--- src/rtl/mc10181_alu_pkg.sv ---
// Shared definitions for the MC10181-style 4-bit ALU slice.
// Latency: n/a (types and constants only).
// Backpressure: n/a.
// Contents: select-code constants, mode enum, packed result bundle.
package mc10181_alu_pkg;

    // Select codes (S = s3 s2 s1 s0) for the most commonly used functions.
    localparam logic [3:0] ALU_A   = 4'b0000;  // arith: A + cin,      logic: ~A
    localparam logic [3:0] ALU_ADD = 4'b1001;  // arith: A + B + cin,  logic: A xnor B
    localparam logic [3:0] ALU_SUB = 4'b0110;  // arith: A + ~B + cin, logic: A xor B
    localparam logic [3:0] ALU_DEC = 4'b1111;  // arith: A - 1 + cin

    typedef enum logic {
        ARITH = 1'b0,
        LOGIC = 1'b1
    } mode_e;

    // Everything the slice presents on its outputs, bundled so the optional
    // register stage captures it as one word.
    typedef struct packed {
        logic [3:0] f;
        logic       cg;
        logic       cp;
        logic       cout;
    } result_t;

endpackage

--- src/rtl/mc10181_alu_if.sv ---
// Operand/select/result bundle of one 4-bit ALU slice.
// Latency: n/a (wiring only).
// Backpressure: none; all signals are level-valued every cycle.
// Ports: s0..s3 select, boole mode, cin, a0..a3, b0..b3 in; f0..f3, cg, cp, cout out.
interface mc10181_alu_if;

    logic s0, s1, s2, s3;
    logic boole;
    logic cin;
    logic a0, a1, a2, a3;
    logic b0, b1, b2, b3;
    logic f0, f1, f2, f3;
    logic cg;
    logic cp;
    logic cout;

    // Driver side: supplies operands and select, observes results.
    modport master (
        output s0, s1, s2, s3, boole, cin,
        output a0, a1, a2, a3, b0, b1, b2, b3,
        input  f0, f1, f2, f3, cg, cp, cout
    );

    // ALU side.
    modport slave (
        input  s0, s1, s2, s3, boole, cin,
        input  a0, a1, a2, a3, b0, b1, b2, b3,
        output f0, f1, f2, f3, cg, cp, cout
    );

endinterface

--- src/rtl/mc10181_alu_bit.sv ---
// One bit slice of the ALU: generate, propagate and half-sum terms.
// Latency: combinational.
// Backpressure: none.
// Ports: a, b operand bits; sel 4-bit function select; g, p, h per-bit terms.
module mc10181_bit (
    input  logic       a,
    input  logic       b,
    input  logic [3:0] sel,
    output logic       g,
    output logic       p,
    output logic       h
);

    // The select bits choose which of A&B / A&~B generate and which of
    // B / ~B propagate, so one structure covers all 16 functions.
    assign g = (a & b & sel[3]) | (a & ~b & sel[2]);
    assign p = a | (b & sel[0]) | (~b & sel[1]);
    assign h = p ^ g;

endmodule

--- src/rtl/mc10181_alu.sv ---
// MC10181-equivalent 4-bit ALU slice: 16 arithmetic + 16 logic functions, lookahead cg/cp, ripple cout.
// Latency: 0 cycles when REGISTERED=0, 1 cycle when REGISTERED=1 (async active-low clear).
// Backpressure: none; a new result is produced for every input set / every clock.
// Ports: clk, rst_n (used only when REGISTERED=1); bus = slave side of mc10181_alu_if.
module mc10181_alu #(
    parameter bit REGISTERED = 1'b0
) (
    input  logic               clk,
    input  logic               rst_n,
    mc10181_alu_if.slave       bus
);

    import mc10181_alu_pkg::*;

    logic [3:0] sel;
    logic [3:0] a;
    logic [3:0] b;
    logic [3:0] g;
    logic [3:0] p;
    logic [3:0] h;
    logic [3:0] c;
    logic [3:0] f;
    logic       cg;
    logic       cp;
    logic       cout;
    mode_e      mode;
    result_t    comb_res;
    result_t    out_res;

    assign sel  = {bus.s3, bus.s2, bus.s1, bus.s0};
    assign a    = {bus.a3, bus.a2, bus.a1, bus.a0};
    assign b    = {bus.b3, bus.b2, bus.b1, bus.b0};
    assign mode = mode_e'(bus.boole);

    for (genvar i = 0; i < 4; i++) begin : g_bit
        mc10181_bit u_bit (
            .a   (a[i]),
            .b   (b[i]),
            .sel (sel),
            .g   (g[i]),
            .p   (p[i]),
            .h   (h[i])
        );
    end

    // Ripple carry into each bit; the carry out of bit 3 comes from the
    // lookahead terms below instead, which is logically the same value.
    always_comb begin
        c    = '0;
        c[0] = bus.cin;
        for (int k = 0; k < 3; k++) begin
            c[k + 1] = g[k] | (p[k] & c[k]);
        end
    end

    // Logic mode ignores the carry entirely.
    assign f = (mode == LOGIC) ? ~h : (h ^ c);

    // Group terms are produced in both modes so a lookahead unit upstream
    // never sees them change meaning with boole.
    assign cp   = &p;
    assign cg   = g[3]
                | (p[3] & g[2])
                | (p[3] & p[2] & g[1])
                | (p[3] & p[2] & p[1] & g[0]);
    assign cout = cg | (cp & bus.cin);

    assign comb_res = '{f: f, cg: cg, cp: cp, cout: cout};

    if (REGISTERED) begin : g_reg
        always_ff @(posedge clk or negedge rst_n) begin
            if (!rst_n) begin
                out_res <= '0;
            end else begin
                out_res <= comb_res;
            end
        end
    end else begin : g_comb
        // Clock and reset are deliberately left unconnected in this variant.
        logic unused_clk_rst;
        assign unused_clk_rst = clk ^ rst_n;
        assign out_res        = comb_res;
    end

    assign bus.f0   = out_res.f[0];
    assign bus.f1   = out_res.f[1];
    assign bus.f2   = out_res.f[2];
    assign bus.f3   = out_res.f[3];
    assign bus.cg   = out_res.cg;
    assign bus.cp   = out_res.cp;
    assign bus.cout = out_res.cout;

endmodule

--- src/flat_wrapper.sv ---
// flat-port wrapper written by rule: the top's interface ports become plain ports
module mc10181_alu_flat import mc10181_alu_pkg::*;
#(
    parameter bit REGISTERED = 1'b0
)
  (clk, rst_n, bus_s0, bus_s1, bus_s2, bus_s3, bus_boole, bus_cin, bus_a0, bus_a1, bus_a2, bus_a3, bus_b0, bus_b1, bus_b2, bus_b3, bus_f0, bus_f1, bus_f2, bus_f3, bus_cg, bus_cp, bus_cout);
  mc10181_alu_if bus_i ();
  input  logic clk;
  input  logic rst_n;
  input wire logic [$bits(bus_i.s0)-1:0] bus_s0;
  input wire logic [$bits(bus_i.s1)-1:0] bus_s1;
  input wire logic [$bits(bus_i.s2)-1:0] bus_s2;
  input wire logic [$bits(bus_i.s3)-1:0] bus_s3;
  input wire logic [$bits(bus_i.boole)-1:0] bus_boole;
  input wire logic [$bits(bus_i.cin)-1:0] bus_cin;
  input wire logic [$bits(bus_i.a0)-1:0] bus_a0;
  input wire logic [$bits(bus_i.a1)-1:0] bus_a1;
  input wire logic [$bits(bus_i.a2)-1:0] bus_a2;
  input wire logic [$bits(bus_i.a3)-1:0] bus_a3;
  input wire logic [$bits(bus_i.b0)-1:0] bus_b0;
  input wire logic [$bits(bus_i.b1)-1:0] bus_b1;
  input wire logic [$bits(bus_i.b2)-1:0] bus_b2;
  input wire logic [$bits(bus_i.b3)-1:0] bus_b3;
  output wire logic [$bits(bus_i.f0)-1:0] bus_f0;
  output wire logic [$bits(bus_i.f1)-1:0] bus_f1;
  output wire logic [$bits(bus_i.f2)-1:0] bus_f2;
  output wire logic [$bits(bus_i.f3)-1:0] bus_f3;
  output wire logic [$bits(bus_i.cg)-1:0] bus_cg;
  output wire logic [$bits(bus_i.cp)-1:0] bus_cp;
  output wire logic [$bits(bus_i.cout)-1:0] bus_cout;
  assign bus_i.s0 = bus_s0;
  assign bus_i.s1 = bus_s1;
  assign bus_i.s2 = bus_s2;
  assign bus_i.s3 = bus_s3;
  assign bus_i.boole = bus_boole;
  assign bus_i.cin = bus_cin;
  assign bus_i.a0 = bus_a0;
  assign bus_i.a1 = bus_a1;
  assign bus_i.a2 = bus_a2;
  assign bus_i.a3 = bus_a3;
  assign bus_i.b0 = bus_b0;
  assign bus_i.b1 = bus_b1;
  assign bus_i.b2 = bus_b2;
  assign bus_i.b3 = bus_b3;
  assign bus_f0 = bus_i.f0;
  assign bus_f1 = bus_i.f1;
  assign bus_f2 = bus_i.f2;
  assign bus_f3 = bus_i.f3;
  assign bus_cg = bus_i.cg;
  assign bus_cp = bus_i.cp;
  assign bus_cout = bus_i.cout;
  mc10181_alu #(.REGISTERED(REGISTERED)) u_core (.clk(clk), .rst_n(rst_n), .bus(bus_i));
endmodule
--- config.mk ---
export PLATFORM = sky130hd
export DESIGN_NAME = mc10181_alu_flat
export DESIGN_NICKNAME = d
export VERILOG_FILES = /design/src/rtl/mc10181_alu_pkg.sv /design/src/rtl/mc10181_alu_if.sv /design/src/rtl/mc10181_alu_bit.sv /design/src/rtl/mc10181_alu.sv /design/src/flat_wrapper.sv
export SDC_FILE = /design/constraint.sdc
export NUM_CORES = 1
export LEC_CHECK = 0
export ABC_AREA = 1
export BUFFER_PORTS_ARGS = -buffer_cell sky130_fd_sc_hd__buf_2
export CAP_MARGIN = 40
export CORE_AREA = 4 4 41 43
export DETAILED_ROUTE_END_ITERATION = 10
export DIE_AREA = 0 0 45 47
export PLACE_DENSITY = 0.61
export SYNTH_ARGS = -nofsm -noshare
export SYNTH_HDL_FRONTEND = slang
export SYNTH_HIERARCHICAL = 1
export SYNTH_SLANG_ARGS = --single-unit
--- constraint.sdc ---
create_clock -name vclk -period 2
set_input_delay 0.2 -clock vclk [all_inputs]
set_output_delay 0.2 -clock vclk [all_outputs]
set_load 0.01 [all_outputs]
======== After elaboration in Yosys (flattened, before gate mapping) ========
Cells that the tools add are included.
word-level totals
  output and inout bits ................... 7
  input bits .............................. 16
  register bits after elaboration ......... 0
operators by class
  multiplexer cells ....................... 1
  bitwise logic cells ..................... 62
  reduce and logical (&&, ||, !) cells .... 1
operators with widths
  cell               number
  $and A1 B1 Y1      33
  $or A1 B1 Y1       19
  $mux W4            1
  $not A1 Y1         4
  $not A4 Y4         1
  $reduce_and A4 Y1  1
  $xor A1 B1 Y1      4
  $xor A4 B4 Y4      1

======== Logic depth before layout (Yosys ltp) ========
Gate-level depths: netlist of run 1.
  word-level depth ........................ 11
  mapped depth ............................ 12

======== Hierarchy ========
The synthesis of run 1 kept the hierarchy.
by module, submodules not included
  module       seq. area each (sq um)  cells an instance  area an instance (sq um)  times used
  mc10181_bit  0.0                     12                 60.1                      4
  mc10181_alu  0.0                     31                 145.1                     1

======== Least setup slack after synthesis of run 1 ========
OpenSTA, ideal clock, no wires.
  kind .................................... input port to output port
  start point ............................. input bus_b0
  end point ............................... output bus_f2
  buffers on the path ..................... 0
  required time ........................... 1800 ps
  setup slack ............................. 870 ps
  arrival time ............................ 930 ps
  stages on the path ...................... 9
  cells stage by stage .................... nand2_1 -> nand2_1 -> nor2_2 -> inv_1 -> nand2_1 -> nand2_2 -> nand2_2 -> nand3_1 -> xor2_1
on the way
  longest elaborated chain between the ends .. 9
  elaborated cells between the ends (all ways) .. 16
RTL lines
  item                                                  line                   RTL
  start: declaration                                    flat_wrapper.sv:20     input wire logic [$bits(bus_i.b0)-1:0] bus_b0;
  $and A1 B1 Y1 / $not A1 Y1 (equally long branches)    mc10181_alu_bit.sv:17  assign p = a | (b & sel[0]) | (~b & sel[1]);
  $or A1 B1 Y1 / $and A1 B1 Y1 (equally long branches)  mc10181_alu_bit.sv:17
  $or A1 B1 Y1 *                                        mc10181_alu_bit.sv:17
  via u_core.p[0]                                       mc10181_alu.sv:19      logic [3:0] p;
  $and A1 B1 Y1 *                                       mc10181_alu.sv:52      c[k + 1] = g[k] | (p[k] & c[k]);
  $or A1 B1 Y1 *                                        mc10181_alu.sv:52
  $and A1 B1 Y1 *                                       mc10181_alu.sv:52
  $or A1 B1 Y1 *                                        mc10181_alu.sv:52
  $xor A4 B4 Y4 *                                       mc10181_alu.sv:57      assign f = (mode == LOGIC) ? ~h : (h ^ c);
  $mux W4 *                                             mc10181_alu.sv:57
  end: declaration                                      flat_wrapper.sv:26     output wire logic [$bits(bus_i.f2)-1:0] bus_f2;
The timed path passes the listed nets; every way through them passes the cells marked *.

======== Final worst setup path of run 1 ========
  start point ............................. input bus_s0
  end point ............................... output bus_cg
on the way
  longest elaborated chain between the ends .. 7
  elaborated cells between the ends (all ways) .. 17
RTL lines
  item                                                  line                                                     RTL
  start: declaration                                    flat_wrapper.sv:10                                       input wire logic [$bits(bus_i.s0)-1:0] bus_s0;
  $and A1 B1 Y1 *                                       mc10181_alu_bit.sv:17
  $or A1 B1 Y1 * (2 in series)                          mc10181_alu_bit.sv:17
  via u_core.p[3]                                       mc10181_alu.sv:19
  $and A1 B1 Y1 (on tied branches)                      mc10181_alu.sv:63, mc10181_alu.sv:64, mc10181_alu.sv:65
  $or A1 B1 Y1, or another cell as far along            mc10181_alu.sv:63                                        | (p[3] & g[2])
  $or A1 B1 Y1 / $and A1 B1 Y1 (equally long branches)  mc10181_alu.sv:64, mc10181_alu.sv:65
  $or A1 B1 Y1 *                                        mc10181_alu.sv:65                                        | (p[3] & p[2] & p[1] & g[0]);
  end: declaration                                      flat_wrapper.sv:28                                       output wire logic [$bits(bus_i.cg)-1:0] bus_cg;
Marks and branches as above.

==> results of run 1 <==
-- cell type report --
| type | count | area [sq um] |
|---|---|---|
| well taps | 15 | 18.8 |
| repair buffers | 21 | 105 |
| inverters | 22 | 82.6 |
| multi-input cells | 57 | 303 |
| fillers | 156 | 792 |
-- final timing paths --
kind / start / end / slack, ns / depth (start not counted)
setup / recovery: bus_s0 / bus_cg / 0.56 / 10
hold / removal: bus_cin / bus_f0 / 0.77 / 4
-- cells in the final DEF, fill, tap and decap left out --
cell,n
nor2_1,9
xor2_1,2
nand3_2,4
nor2_2,8
nand2_2,6
nand2_1,18
nand3_1,8
buf_2,21
xnor2_1,1
a211oi_1,1
inv_2,4
inv_1,18
-- layer usage --
layer / share of wire, % / GRT usage (%)
met5: 0 / 0
met4: 0 / 0
met3: 11 / 0.766
met2: 41 / 13.8
met1: 47 / 10.1
-- metrics by stage --
stage | util, % | setup slack [ns] | cells | cell area, sq um | hold WS, ns
after floorplan | - | 0.870 | 79 | 385 | 0.575
after global placement | 39.1 | 0.554 | 115 | 509 | 0.763
after detailed placement | 39.1 | 0.555 | 115 | 509 | 0.776
after CTS | 39.1 | 0.554 | 115 | 509 | 0.776
after global routing | 39.1 | 0.456 | 115 | 509 | 0.819
final | 39.1 | 0.561 | 115 | 509 | 0.766
-- power groups by stage --
stage          registers, uW  clock network [uW]  logic [uW]
2_1_floorplan              0                   0        85.5
3_3_place_gp               0                   0         137
3_5_place_dp               0                   0         139
4_1_cts                    0                   0         139
5_1_grt                    0                   0         153
6_report                   0                   0         137
-- kinds of logic (layout without fill, tap and decap cells) --
group / Yosys count / after routing / synth area share, %
xor gates and xnor gates: 3 / 3 / 6.82
and+or+nand+nor: 53 / 53 / 69.8
buffers and inverters: 22 / 43 / 21.4
AOI/OAI and AO/OA: 1 / 1 / 1.95
-- critical path: cells and delay by family --
family,cells,cell delay (ns)
AOI/OAI and AO/OA,1,0.24
buffers and inverters,3,0.34
and+or+nand+nor,6,0.45
==> metrics.yaml, run 1 <==
timing:
  rsz0062_at_grt: "false"
  finalCriticalPeriod_ns: 1.44
  setup_viol: 0
  slew_viol_final: 0
  worst-slew-pin-transition_ns: 0.277
  fin_crit_sh_pct: 72.0
  fin_setup_tns_ns: 0
  finalHoldViolCount: 0
  timing.fmax_ghz: 0.695
  slew_headroom_pct: 81.4
hold_path:
  min_path_type: "input port to output port"
worst_setup_path:
  worstPathCellList: "buf_2 > nand2_1 > nand2_1 > nor2_2 > inv_1 > nand2_1 > nor2_1 > a211oi_1 > nand2_1 > buf_2"
  crit_path_end_kind: "output port"
  cp_common_cell: "nand2_1"
  arrival_ns: 1.24
  crit_type: "input port to output port"
  cp_max_fo: 4
  worst_setup_path_start_kind: "input port"
  slowest_delay_ns: 0.24
  slowest_stage: "a211oi_1"
  worstPathRequired_ns: 1.80
synthesis:
  syn_nets: 95
  ys_seq_area_share_pct: 0
  synthTopCellsByArea: "inv_1, nand2_1, nor2_2"
  synth_area_leader_cell: "inv_1"
  synthTopCellsByCount: "inv_1, nand2_1, nor2_1, nand3_1, nor2_2"
  synth_area_sq_um: 385
  yosysWarnings: 6
  synth_top_area_share_pct: 17.5
  synthCells: 79
  synth_cell_types: 11
  syn_avg_cell_area_sq_um: 4.88
pwr:
  pwr_density_cell_mw_per_mm2: 269
  combPwrFrac_pct: 100.0
  irDropWorstVdd_mv: 0.0842
  p_switching_uw: 80.9
  p_int_uw: 56.2
  power_uw: 137
  switching_share_pct: 59.0
  seqPwrFrac_pct: 0
  power_leakage_uw: 0.000334
  p_clk_share_pct: 0
layout:
  seq_cells: 0
  layout-drive-gt1-share_pct: 43.0
  clkbuf_count: 0
  antenna-diode-count: 0
  regArea_sq_um: 0
  area_growth_pct: 32.1
  fin_nets: 118
grt:
  overflow: 0
  grt_pass1_wl_mm: 1.30
  grt_start_max_net_pins: 5
  antenna_found_initial: 0
  grt_pass1_vias: 351
  grt_use_total_pct: 7.55
detailed_routing:
  wire_per_inst_microns: 7.91
  drc: 0
  drt-pass1-iter-count: 4
  first_iter_violations: 5
  totalWireLength_microns: 910
  vias_per_cell: 4.23
  drtAntennaViolNets: 0
  vias: 487
clock_network:
  cts_hold_buffers: 0
  cts_resized: 0
  post_cts_buffers: 0
place:
  hpwlAfterDp_microns: 824
  port_buffers: 21
  gp_congestion: 0.760
flow_run:
  max_cap_violations: 0
floorplanning:
  dieArea_sq_mm: 0.00212
  pin_count: 23
  die_h_microns: 47
  core_area_sq_mm: 0.00130
  die_x_microns: 45
  initial_core_util_pct: 29.6
  num_rows: 13
run_status:
  status: "completed"
No activity file was read; power rests on OpenSTA's default activity.
==> inputs of run 2 (changes only) <==
==> constraint.sdc (replaced) <==
create_clock -name vclk -period 1.4
set_input_delay 0.14 -clock vclk [all_inputs]
set_output_delay 0.14 -clock vclk [all_outputs]
set_load 0.01 [all_outputs]
==> run 2 against run 1 <==
Net effect:
- combinational power increased by 44%
- non-clock buffer count unchanged
- hold slack got worse by 0.13 ns
- die area unchanged
==> metrics.yaml, run 2 (synthesis gave the netlist of run 1 again) <==
detailed_routing:
  vias: 474  # -2.7%
  drtAntennaViolNets: 0  # unchanged
  first_iter_violations: 5  # unchanged
  totalWireLength_microns: 855  # -6.0%
  drt-pass1-iter-count: 4  # unchanged
  drc: 0  # unchanged
  vias_per_cell: 4.12  # -2.7%
  wire_per_inst_microns: 7.43  # -6.0%
clock_network:
  cts_resized: 0  # unchanged
  cts_hold_buffers: 0  # unchanged
  post_cts_buffers: 0  # unchanged
place:
  hpwlAfterDp_microns: 806  # -2.2%
  gp_congestion: 0.760  # unchanged
  port_buffers: 21  # unchanged
layout:
  final_util_pct: 39.5  # +0.38 points
  final_cell_mix: "buf_2, nand2_1, inv_1"
  fin_nets: 118  # unchanged
  antenna-diode-count: 0  # unchanged
  regArea_sq_um: 0  # unchanged
  layout-drive-gt1-share_pct: 44.0  # +1.0 points
  seq_cells: 0  # unchanged
  layout_commonest_cell: "buf_2"
  clkbuf_count: 0  # unchanged
  area_growth_pct: 33.4
worst_setup_path:
  arrival_ns: 1.14  # -0.10 ns
  crit_type: "input port to output port"
  slowest_delay_ns: 0.13  # -0.11 ns
  worstPathCellList: "buf_2 > nand2_1 > nand2_1 > nor2_2 > inv_1 > nand2_1 > nand2_2 > nand2_2 > nand2_1 > nand2_1 > nand2_1 > nand2_1 > nand2_1 > buf_2"
  worstPathRequired_ns: 1.26  # -0.54 ns
  cp_max_fo: 4  # unchanged
  slowest_stage: "buf_2"
  crit_path_end_kind: "output port"
  worst_setup_path_start_kind: "input port"
  cp_common_cell: "nand2_1"
grt:
  grt_pass1_vias: 355  # +1.1%
  grt_start_max_net_pins: 5  # unchanged
  grt_pass1_wl_mm: 1.32  # +1.5%
  antenna_found_initial: 0  # unchanged
  overflow: 0  # unchanged
  grt_use_total_pct: 7.63  # +0.079 points
floorplanning:
  num_rows: 13  # unchanged
  dieArea_sq_mm: 0.00212  # unchanged
  die_h_microns: 47  # unchanged
  initial_core_util_pct: 29.6  # unchanged
  die_x_microns: 45  # unchanged
  pin_count: 23  # unchanged
  core_area_sq_mm: 0.00130  # unchanged
hold_path:
  min_from: "bus_cin"
  hold_end: "bus_f0"
  min_path_type: "input port to output port"
  hold_depth: 4  # unchanged
run_status:
  status: "completed"
timing:
  slew_viol_final: 0  # unchanged
  timing.fmax_ghz: 0.780
  finalHoldViolCount: 0  # unchanged
  rsz0062_at_grt: "false"
  fin_setup_tns_ns: 0  # unchanged
  fin_crit_sh_pct: 91.5
  setup_viol: 0  # unchanged
  worst-slew-pin-transition_ns: 0.197  # -0.0805 ns
  slew_headroom_pct: 86.9  # +5.5 points
  finalCriticalPeriod_ns: 1.28
flow_run:
  max_cap_violations: 0  # unchanged
pwr:
  irDropWorstVdd_mv: 0.122  # +45%
  pwr_density_cell_mw_per_mm2: 383  # +42%
  power_leakage_uw: 0.000335  # +0.35%
  power_uw: 197  # +44%
==> run 2: cell types whose count changed in the layout (fill, tap and decap cells not counted) <==
cell | previous run | this run
a211oi_1 | 1 | 0
a211oi_2 | 0 | 1
==> run 2: worst max path at each step <==
| stage | from | endpoint | slack (ns) | depth (start not counted) |
|---|---|---|---|---|
| 2_1_floorplan | bus_b0 | bus_f2 | 0.39 | 9 |
| 3_3_place_gp | bus_s1 | bus_cout | 0.07 | 10 |
| 3_5_place_dp | bus_s1 | bus_cg | 0.08 | 10 |
| 4_1_cts | bus_s1 | bus_cg | 0.08 | 10 |
| 5_1_grt | bus_b0 | bus_f1 | 0.003 | 11 |
| 6_report | bus_b0 | bus_f3 | 0.12 | 14 |
==> run 2: through the flow <==
step / instance area (sq um) / worst slack, ns / cells / hold slack (ns)
2_1_floorplan: 385 / 0.390 / 79 / 0.455
3_3_place_gp: 509 / 0.0737 / 115 / 0.643
3_5_place_dp: 509 / 0.0764 / 115 / 0.649
4_1_cts: 509 / 0.0752 / 115 / 0.649
5_1_grt: 514 / 0.00298 / 115 / 0.694
6_report: 514 / 0.118 / 115 / 0.638
==> run 2: power by group <==
group	total, uW	internal [uW]	switching, uW
registers	0	0	0
logic	197	81.5	116
clock network	0	0	0
==> run 2: final cells by class <==
cell class,instances,area [sq um]
tap,15,18.8
multi-input combinational,57,308
inverter,22,82.6
fill,167,787
timing repair buffer,21,105
==> run 2: metal layers <==
metal | vias to the layer above | wire [microns] | track usage, %
met4 | 0 | 0 | 0
met2 | 17 | 330 | 13.0
met3 | 0 | 90 | 0.766
met1 | 185 | 434 | 11.0
li1 | 272 | - | -
met5 | - | 0 | 0
==> run 2: worst max-delay path: cells and delay by family <==
family,cells,cell delay [ns]
buffers and inverters,3,0.32
and+or+nand+nor,11,0.67
==> inputs of run 3 (changes only) <==
--- a/config.mk
+++ b/config.mk
@@ -5,9 +5,8 @@
 export SDC_FILE = /design/constraint.sdc
 export NUM_CORES = 1
 export LEC_CHECK = 0
-export ABC_AREA = 1
 export BUFFER_PORTS_ARGS = -buffer_cell sky130_fd_sc_hd__buf_2
-export CAP_MARGIN = 40
+export CAP_MARGIN = 20
 export CORE_AREA = 4 4 41 43
 export DETAILED_ROUTE_END_ITERATION = 10
 export DIE_AREA = 0 0 45 47
==> run 3 against run 2 <==
Net effect:
- the flow now finishes with violations (setup timing)
- synthesized area down 2.3%
- non-clock buffer count up 9
- sequential cell count unchanged
- cell count down 20%
- synthesized cell count down 41%
- count of clock-buffer cells in the layout unchanged
- die area unchanged
- first-iteration DRC count unchanged
- sequential share of layout area unchanged
- final area up 27%
- critical path type unchanged
- largest power group unchanged
==> metrics.yaml, run 3 <==
worst_setup_path:
  endpoint: "bus_f2"
  startpoint: "bus_s1"
  crit_type: "input port to output port"
  cp_max_fo: 4  # unchanged
  crit_path_end_kind: "output port"
  worst_setup_path_start_kind: "input port"
  slowest_stage: "a211o_2"
  cp_num_cells: 7  # -7
  arrival_ns: 1.31  # +0.17 ns
  cp_top_family: "compound AO/OA/AOI/OAI gates"
  worstPathCellList: "buf_8 > buf_6 > nor2b_1 > a211o_2 > a211oi_2 > xnor2_1 > buf_2"
  slowest_delay_ns: 0.32  # +0.19 ns
  worstPathRequired_ns: 1.26  # about the same
  crit_buf_inv: 3  # unchanged
floorplanning:
  pin_count: 23  # unchanged
  die_x_microns: 45  # unchanged
  num_rows: 13  # unchanged
  die_h_microns: 47  # unchanged
  initial_core_util_pct: 28.9  # -0.67 points
  dieArea_sq_mm: 0.00212  # unchanged
  core_area_sq_mm: 0.00130  # unchanged
grt:
  overflow: 0  # unchanged
  antenna_found_initial: 0  # unchanged
  grt_pass1_wl_mm: 2.06  # +57%
  grt_pass1_vias: 516  # +45%
  grt_use_total_pct: 12.6  # +4.9 points
  grt_start_max_net_pins: 9  # +4
timing:
  finalCriticalPeriod_ns: 1.45  # +0.170 ns
  timing.fmax_ghz: 0.689  # -12%
  slew_viol_final: 0  # unchanged
  fin_crit_sh_pct: 104  # +12 points
  rsz0062_at_grt: "true"
  finalHoldViolCount: 0  # unchanged
  slew_headroom_pct: 82.3  # -4.6 points
  setup_viol: 3  # +3
  setup_ws_ns: -0.0520  # -0.170 ns
  worst-slew-pin-transition_ns: 0.265  # +0.0686 ns
synthesis:
  synth_area_leader_cell: "mux4_2"
  synth-simple-area-share_pct: 24.3  # -46 points
  synth_top_area_share_pct: 23.9  # +6.4 points
  yosys.area_share.adder_pct: 0  # unchanged
  synthTopCellsByArea: "mux4_2, nor2b_1, a211o_2"
  synth_cell_types: 16  # +5
  syn_avg_cell_area_sq_um: 8.01  # +64%
  ys_seq_area_share_pct: 0  # unchanged
  yosys.area_share.xor_xnor_pct: 9.30  # +2.5 points
  synthTopCellsByCount: "inv_1, nor2b_1, a211o_2, mux2i_1, mux4_2"
  synth_top_family_by_area: "multiplexers"
  synthCells: 47  # -41%
  synth_compound_area_share_pct: 23.9  # +22 points
  synth_area_sq_um: 377  # -2.3%
  synthMuxAreaShare_pct: 34.6  # +35 points
  syn_nets: 63  # -34%
  yosysWarnings: 6  # unchanged
run_status:
  status: "finished, violations left"
  violations: "setup timing"
pwr:
  irDropWorstVdd_mv: 0.188  # +53%
  pwr_density_cell_mw_per_mm2: 395  # +3.0%
  power_leakage_uw: 0.000325  # -2.9%
  power_uw: 257  # +30%
layout:
  antenna-diode-count: 0  # unchanged
  fin_nets: 95  # -19%
  seq_cells: 0  # unchanged
  layout-drive-gt1-share_pct: 57.1  # +13 points
  layout_commonest_cell: "buf_2"
  final_cells: 92  # -20%
  area_growth_pct: 72.8
  nFillCells: 140  # -16%
  clkbuf_count: 0  # unchanged
  regArea_sq_um: 0  # unchanged
  final_cell_mix: "buf_2, inv_1, nor2b_1"
place:
  gp_congestion: 0.795  # +4.7%
  hpwlAfterDp_microns: 976  # +21%
  dp.cells: 90  # -22%
  port_buffers: 21  # unchanged
  place_ws_ns: -0.136  # -0.212 ns
flow_run:
  max_cap_violations: 0  # unchanged
hold_path:
  min_path_type: "input port to output port"
detailed_routing:
  first_iter_violations: 5  # unchanged
  totalWireLength_mm: 1.26  # +47%
  drtAntennaViolNets: 0  # unchanged
  vias_per_cell: 5.23  # +27%
  wire_per_inst_microns: 13.7  # +84%
  vias: 481  # +1.5%
  drc: 0  # unchanged
  drt-pass1-iter-count: 4  # unchanged
clock_network:
  cts_hold_buffers: 0  # unchanged
-- run 3: changes by cell type in the layout (fill, tap and decap cells not counted), sizes merged, moves of 8 or more --
cell,change
buf,+9
inv,-14
nand2,-22
nand3,-12
nor2,-14
nor2b,+8
-- run 3: cell type report --
type                       count  area [sq um]  share of cell area [%]
timing repair buffer          30           216                    33.3
tap                           15          18.8                    2.88
inverter                       8          30.0                    4.62
multi-input combinational     39           385                    59.2
-- run 3: per-layer routing --
metal | up-vias | GRT usage (%) | routed length [microns]
li1 | 234 | - | -
met1 | 226 | 15.7 | 510
met2 | 19 | 23.4 | 649
met3 | 2 | 0.766 | 73
met4 | 0 | 2.92 | 27
met5 | - | 0 | 0
-- run 3: what timing repair did --
| action | 4_1_cts | 5_1_grt |
|---|---|---|
| buffers inserted | 2 | 0 |
| gates resized for setup | 10 | 12 |
| endpoints found under the hold margin | 0 | 0 |
| endpoints found under the setup margin | 5 | 7 |
| pin swaps | 6 | 7 |
-- run 3: stage by stage --
| stage | TNS [ns] | utilization [%] | cell area [sq um] | hold slack (ns) |
|---|---|---|---|---|
| after floorplan | 0 | - | 377 | 0.446 |
| after global placement | -0.373 | 42.5 | 553 | 0.674 |
| after detailed placement | -0.464 | 42.5 | 553 | 0.674 |
| after CTS | -0.200 | 46.3 | 603 | 0.674 |
| after global routing | -0.360 | 50.0 | 651 | 0.717 |
| final | -0.0949 | 50.0 | 651 | 0.681 |
-- run 3: worst min-delay path: stages --
cell and delay (ns):
buf_2 0.11, nor2_1 0.05, xnor2_1 0.11, buf_2 0.13
-- run 3: power by group --
part	switching [uW]	leakage, uW	total, uW	internal (uW)
Sequential	0	0	0	0
Combinational	117	0.000325	257	140
Clock	0	0	0	0
Total	117	0.000325	257	140
-- run 3: worst min-delay path by stage --
stage / slack (ns) / start / endpoint / depth (start not counted)
6_report: 0.68 / bus_cin / bus_f0 / 4
3_5_place_dp: 0.67 / bus_cin / bus_f0 / 4
2_1_floorplan: 0.45 / bus_boole / bus_f2 / 2
3_3_place_gp: 0.67 / bus_cin / bus_f0 / 4
5_1_grt: 0.72 / bus_cin / bus_f0 / 4
4_1_cts: 0.67 / bus_cin / bus_f0 / 4
-- run 3: kinds of logic after synthesis --
family,after synthesis
XOR/XNOR,4
AO/OA/AOI/OAI,11
AND/OR/NAND/NOR,16
multiplexers,8
buffers and inverters,8
